File: src/rtl/cam_pkg.sv
// Shared types and constants for the camera capture path.
package cam_pkg;

    localparam int BYTES_PER_WORD = 4;
    localparam int CNT_W_DEFAULT  = 16;

    typedef enum logic [2:0] {
        IDLE    = 3'd0,
        SYNC    = 3'd1,
        ARMED   = 3'd2,
        CAPTURE = 3'd3,
        DROP    = 3'd4
    } cam_state_t;

    // Shift one byte into the packer; lsb_first places the first byte in [7:0].
    function automatic logic [31:0] shift_byte(input logic [31:0] w,
                                               input logic [7:0]  b,
                                               input logic        lsb_first);
        return lsb_first ? {b, w[31:8]} : {w[23:0], b};
    endfunction

endpackage

File: src/rtl/cam_sync_2ff.sv
// Generic 1-bit two-flop synchronizer with asynchronous active-high reset.
module cam_sync_2ff (
    input  logic clk_i,
    input  logic rst_i,
    input  logic d_i,
    output logic q_o
);

    logic meta_q;
    logic sync_q;

    // NOTE: non-blocking assignments make both flops sample pre-edge values, so d_i takes exactly two edges to reach q_o.
    always_ff @(posedge clk_i or posedge rst_i) begin
        if (rst_i) begin
            meta_q <= 1'b0;
            sync_q <= 1'b0;
        end else begin
            meta_q <= d_i;
            sync_q <= meta_q;
        end
    end

    assign q_o = sync_q;

endmodule

File: src/rtl/cam_pixel_packer.sv
// Camera byte-to-word packer: frame-aligned capture, FIFO push, drop-on-full and statistics.
module cam_pixel_packer
    import cam_pkg::*;
#(
    parameter int unsigned BYTE_ORDER = 0,
    parameter int unsigned LINE_FLUSH = 1,
    parameter logic [7:0]  PAD_BYTE   = 8'h00,
    parameter int unsigned CNT_W      = CNT_W_DEFAULT
) (
    input  logic             PCLKI,
    input  logic             WBs_RST_i,
    input  logic             VSYNCI,
    input  logic             HREFI,
    input  logic [7:0]       CAM_D_i,
    input  logic             capture_en_i,
    input  logic             fifo_full_i,
    output logic             push_o,
    output logic [31:0]      data_o,
    output logic [CNT_W-1:0] frame_cnt_o,
    output logic [CNT_W-1:0] line_cnt_o,
    output logic [CNT_W-1:0] word_cnt_o,
    output logic             overflow_o,
    output logic             busy_o
);

    localparam logic LSB_FIRST = (BYTE_ORDER != 0);
    localparam logic FLUSH     = (LINE_FLUSH != 0);

    logic             en_s;
    cam_state_t       state_q, state_d;
    logic             vsync_q, href_q;
    logic [1:0]       byte_cnt_q, byte_cnt_d;
    logic [31:0]      shreg_q, shreg_d;
    logic             push_q, push_d;
    logic [31:0]      data_q, data_d;
    logic [CNT_W-1:0] frame_q, frame_d;
    logic [CNT_W-1:0] line_q, line_d;
    logic [CNT_W-1:0] word_q, word_d;
    logic             ovf_q, ovf_d;

    logic        vld, vsync_rise, vsync_fall, href_rise, href_fall;
    logic        word_ready;
    logic [31:0] word_val;

    cam_sync_2ff u_en_sync (
        .clk_i (PCLKI),
        .rst_i (WBs_RST_i),
        .d_i   (capture_en_i),
        .q_o   (en_s)
    );

    // Fill the unused byte positions of a partial word with PAD_BYTE.
    function automatic logic [31:0] pad_word(input logic [31:0] w, input logic [1:0] n);
        logic [31:0] r;
        r = w;
        for (int i = 0; i < BYTES_PER_WORD - 1; i++) begin
            if (i + int'(n) < BYTES_PER_WORD) r = shift_byte(r, PAD_BYTE, LSB_FIRST);
        end
        return r;
    endfunction

    assign vld        = HREFI & VSYNCI;
    assign vsync_rise = VSYNCI & ~vsync_q;
    assign vsync_fall = ~VSYNCI & vsync_q;
    assign href_rise  = HREFI & ~href_q;
    assign href_fall  = ~HREFI & href_q;

    // NOTE: every _d takes its hold value first, so no branch below can leave one unassigned and infer a latch.
    always_comb begin
        state_d    = state_q;
        byte_cnt_d = byte_cnt_q;
        shreg_d    = shreg_q;
        push_d     = 1'b0;
        data_d     = data_q;
        frame_d    = frame_q;
        line_d     = line_q;
        word_d     = word_q;
        ovf_d      = ovf_q;
        word_ready = 1'b0;
        word_val   = '0;

        case (state_q)
            IDLE: begin
                if (en_s) state_d = SYNC;
            end
            SYNC: begin
                if (!en_s)        state_d = IDLE;
                else if (!VSYNCI) state_d = ARMED;
            end
            ARMED: begin
                if (!en_s) begin
                    state_d = IDLE;
                end else if (vsync_rise) begin
                    state_d    = CAPTURE;
                    line_d     = '0;
                    word_d     = '0;
                    byte_cnt_d = '0;
                    ovf_d      = 1'b0;
                end
            end
            CAPTURE: begin
                if (href_rise) line_d = line_q + CNT_W'(1);
                if (vld) begin
                    shreg_d    = shift_byte(shreg_q, CAM_D_i, LSB_FIRST);
                    byte_cnt_d = byte_cnt_q + 2'd1;
                    if (byte_cnt_q == 2'(BYTES_PER_WORD - 1)) begin
                        word_ready = 1'b1;
                        word_val   = shreg_d;
                    end
                end else if ((href_fall || vsync_fall) && byte_cnt_q != 2'd0) begin
                    byte_cnt_d = '0;
                    if (FLUSH) begin
                        word_ready = 1'b1;
                        word_val   = pad_word(shreg_q, byte_cnt_q);
                    end
                end
                if (word_ready) begin
                    if (!fifo_full_i) begin
                        push_d = 1'b1;
                        data_d = word_val;
                        word_d = word_q + CNT_W'(1);
                    end else begin
                        ovf_d   = 1'b1;
                        state_d = DROP;
                    end
                end
                // Frame end outranks the drop transition taken on the same edge.
                if (vsync_fall) begin
                    frame_d = frame_q + CNT_W'(1);
                    state_d = en_s ? ARMED : IDLE;
                end
            end
            DROP: begin
                if (href_rise) line_d = line_q + CNT_W'(1);
                if (vsync_fall) begin
                    frame_d = frame_q + CNT_W'(1);
                    state_d = en_s ? ARMED : IDLE;
                end
            end
            default: state_d = IDLE;
        endcase
    end

    always_ff @(posedge PCLKI or posedge WBs_RST_i) begin
        if (WBs_RST_i) begin
            state_q    <= IDLE;
            vsync_q    <= 1'b0;
            href_q     <= 1'b0;
            byte_cnt_q <= '0;
            shreg_q    <= '0;
            push_q     <= 1'b0;
            data_q     <= '0;
            frame_q    <= '0;
            line_q     <= '0;
            word_q     <= '0;
            ovf_q      <= 1'b0;
        end else begin
            state_q    <= state_d;
            vsync_q    <= VSYNCI;
            href_q     <= HREFI;
            byte_cnt_q <= byte_cnt_d;
            shreg_q    <= shreg_d;
            push_q     <= push_d;
            data_q     <= data_d;
            frame_q    <= frame_d;
            line_q     <= line_d;
            word_q     <= word_d;
            ovf_q      <= ovf_d;
        end
    end

    assign push_o      = push_q;
    assign data_o      = data_q;
    assign frame_cnt_o = frame_q;
    assign line_cnt_o  = line_q;
    assign word_cnt_o  = word_q;
    assign overflow_o  = ovf_q;
    assign busy_o      = (state_q == ARMED) || (state_q == CAPTURE) || (state_q == DROP);

endmodule

File: config.mk
export PLATFORM = sky130hd
export DESIGN_NAME = cam_pixel_packer
export DESIGN_NICKNAME = d
export VERILOG_FILES = /design/src/rtl/cam_pkg.sv /design/src/rtl/cam_sync_2ff.sv /design/src/rtl/cam_pixel_packer.sv
export SDC_FILE = /design/constraint.sdc
export NUM_CORES = 1
export LEC_CHECK = 0
export CAP_MARGIN = 20
export CORE_MARGIN = 2
export CORE_UTILIZATION = 50
export CTS_CLUSTER_SIZE = 20
export DETAILED_ROUTE_END_ITERATION = 8
export GPL_TIMING_DRIVEN = 0
export PLACE_DENSITY = 0.8
export REMOVE_ABC_BUFFERS = 1
export SLEW_MARGIN = 20
export SYNTH_ARGS = -nofsm -noshare
export SYNTH_HDL_FRONTEND = slang
export SYNTH_SLANG_ARGS = --single-unit
File: constraint.sdc
create_clock -name PCLKI -period 3.89 [get_ports PCLKI]
set_clock_uncertainty 0.05 [all_clocks]
set_input_delay 0.389 -clock PCLKI [delete_from_list [all_inputs] [get_ports PCLKI]]
set_output_delay 0.389 -clock PCLKI [all_outputs]
set_load 0.02 [all_outputs]
==> summary.md <==
| Metric | Value |
|---|---|
| Status | `complete, no violations` |
| Hold Path Origin | `u_en_sync.meta_q` |
| EDFF count, synth | `0` |
| Slowest stage cell on the critical path | `ha_2` |
| Commonest non-fill, non-tap cells in the layout | `114 x dfrtp_1, 96 x clkdlybuf4s50_1, 48 x nand2_1, 48 x o21ai_0, 37 x nor2_1` |
| Count of final max-slew check failures | `0` |
| Yosys cell types | `62` |
| Die height | `110 um` |
| Drt pass-1 iters | `5` |
| WL/cell | `17.4 um` |
| DR vias | `approximately 4500` |
| Design area | `7320 um2` |
| First-pass GRT wire length | `22600 um` |
| Area delta synth->final | `29.1%` |
| Max rail drop VDD | `~460 uV` |
| Final non-filler cell total | `772` |
| Clock slew at reported path FFs | `around 0.06 ns` |
| Placed insts | `740` |
| Chip Width | `110 um` |
| CP top delay family | `simple AND/OR/NAND/NOR gates` |
| IO buf count | `96` |
| Post-CTS Setup Inserts | `0` |
| Cells along the critical path | `ha_2 -> and3_1 -> o21ai_4 -> buf_16 -> inv_1 -> nand2_1 -> o31ai_1` |
| Largest net degree at the start of global routing | `77` |
| Num CTS Buffers | `17` |
| Share of cells above drive strength 1 | `0.150` |
| Mapped Cells | `531` |
| Sequential area share after synthesis | `0.508` |
| Final count of hold timing violations | `0` |
| Vias/cell | `5.86` |
| Cell taking the most area after synthesis | `dfrtp_1` |
| Post-route ant nets | `0` |
| Fin crit share | `0.852` |
| Maxcap violations | `0` |
| Critical Path RT | `approximately 4.2 ns` |
| Mean post-synth cell area | `10.7 um2` |
| Critical path peak fanout | `29` |
| Slew @ Worst Pin | `0.739 ns` |
| CP startpoint kind | `register` |
| Tot Pwr | `~4.3 mW` |
| Post-place instance area | `~6700 um2` |
| Post-synthesis register bit count | `115` |
| Synth warn | `0` |
| Number of global-route vias before repair | `4522` |
| Top Metal Used | `met4` |
| Fillers | `slightly above 800` |
| Slew HR | `0.506` |
| TNS Setup | `0 ns` |
| Final nets | `638` |
| Post-synth ARST share | `1.00` |
| DP Worst Slack | `0.0677 ns` |
| Mapped cell area | `roughly 5700 um2` |
| Diodes inserted | `0` |
| CTS root buf | `clkbuf_16` |
| Die ar. | `12200 um2` |
| Met1 wire length | `5930 um` |
| Crit path kind | `register to register` |
| Met2 WL | `approximately 6600 um` |
| I/O pins | `97` |
| Synth top area cells | `dfrtp_1 51%, mux2_2 6.4%, o21ai_0 4.2%, a22o_1 3.6%, nand2_1 3.2%` |
| Total track usage | `0.226` |
| Post-Route Hold Slack | `0.303 ns` |
| Total clock sinks | `between 100 and 150` |
| Synth top area share | `0.508` |
| Crit path from | `byte_cnt_q[1]` |
| Post-DP HPWL | `roughly 8800 um` |
| Clk_lat worst skew | `0.41 ns` |
| Met3 routed WL | `779 um` |
| Initial antenna violation count | `0` |
| Hold crit path type | `register to register` |
| WP buf/inv | `2` |
| Setup WS post-layout | `0.574 ns` |
| Critical Path End Type | `register` |
| Starting Density | `0.518` |
| Dominant synthesized flop cell | `dfrtp_1` |
| Slowest stage delay, CP | `0.70 ns` |
| Core Region | `between 10000 and 15000 um2` |
| Fmax | `just over 300 MHz` |
| GR Overflow Total | `0` |
| Static Leak | `3.07 nW` |
| DRC | `0` |
| Clk buf depth | `2` |
| Final setup fails | `0` |
| Final Util | `0.669` |
| Unrepaired setup endpoints after global routing | `false` |
| PwrDens | `~580 nW/um2` |
| Commonest non-fill, non-tap cell in the layout | `dfrtp_1` |
| Tmin final | `3.32 ns` |
| CTS tree | `built` |
| Worst EP arrival | `between 3 and 4 ns` |
| Routability cong. | `0.800` |
| Cell row count | `38` |
| Drt total wl | `roughly 13000 um` |
| H-tree depth | `4` |
| Worst reg2reg startpoint | `byte_cnt_q[1]` |
| Drt first-iter violations | `380` |
[cell families (layout without fill, tap and decap cells)]
group,after synthesis,in the layout,share of synthesized area
flip-flops,115,115,0.508
adder cells (fa/ha/maj),5,5,0.0110
multiplexers,39,39,0.0759
AND/OR/NAND/NOR,159,159,0.147
XOR/XNOR,27,27,0.0417
AO/OA/AOI/OAI,142,142,0.179
buffers and inverters,44,145,0.0382
[per-layer routing]
layer  global-route usage  up-vias
li1                     -     2098
met5                    0        -
met3               0.0620       11
met4               0.0767        0
met2                0.369      137
met1                0.292     2280
[where the power goes]
group	total, mW	internal (mW)	switching (mW)
combinational	1.02	0.490	0.528
clock	1.55	0.963	0.582
sequential	1.71	1.41	0.298
[state kept, by name (all words and copies together), names as in the netlist, 2 cells and up]
| register | count |
|---|---|
| data_o | 32 |
| shreg_q | 24 |
| frame_cnt_o | 16 |
| line_cnt_o | 16 |
| word_cnt_o | 16 |
| state_q | 3 |
| byte_cnt_q | 2 |
[cells in the mapped netlist, types with 2 or more instances]
library cell / count
a2111oi_0: 2
a211oi_1: 9
a21o_1: 2
a21oi_1: 16
a22o_1: 23
a22oi_1: 6
a31o_2: 3
a31oi_1: 7
and3_1: 8
and4_1: 3
buf_2: 14
buf_4: 3
buf_6: 3
clkbuf_1: 9
dfrtp_1: 115
ha_1: 5
inv_1: 15
mux2_2: 32
mux2i_1: 7
nand2_1: 48
nand2b_1: 4
nand3_1: 21
nand4_1: 8
nor2_1: 37
nor2_2: 3
nor3_1: 7
nor3b_4: 2
nor4_1: 2
o2111ai_1: 2
o21ai_0: 48
o21ai_2: 2
o22ai_1: 3
o31ai_1: 6
o41ai_1: 2
or3_2: 2
xnor2_1: 19
xor2_1: 8
[final timing paths]
kind                                  to  slack, ns  cells past startpoint
max in group asynchronous  byte_cnt_q[1]       2.75                      3
min in group asynchronous  word_cnt_o[6]       0.31                      2
min                        u_en_sync.q_o       0.30                      0
max                        word_cnt_o[9]       0.57                      7
min reg2reg                u_en_sync.q_o       0.30                      0
max reg2reg                word_cnt_o[9]       0.57                      7
[area by class of cell]
type                    count  area, um2  share of cell area
clock inverters            14        156              0.0214
inverters                  15       61.3             0.00838
flip-flops and latches    115       2880               0.394
clock buffers              18        439              0.0600
repair buffers             98       1020               0.139
well taps                 140        175              0.0239
multi-input cells         372       2590               0.354
[repair_timing]
item                       4_1_cts  5_1_grt
hold endpoints to repair         0        0
resized for setup                0        1
setup endpoints to repair        0        2
hold buffers                     0        0
(Power assumes the default switching activity.)
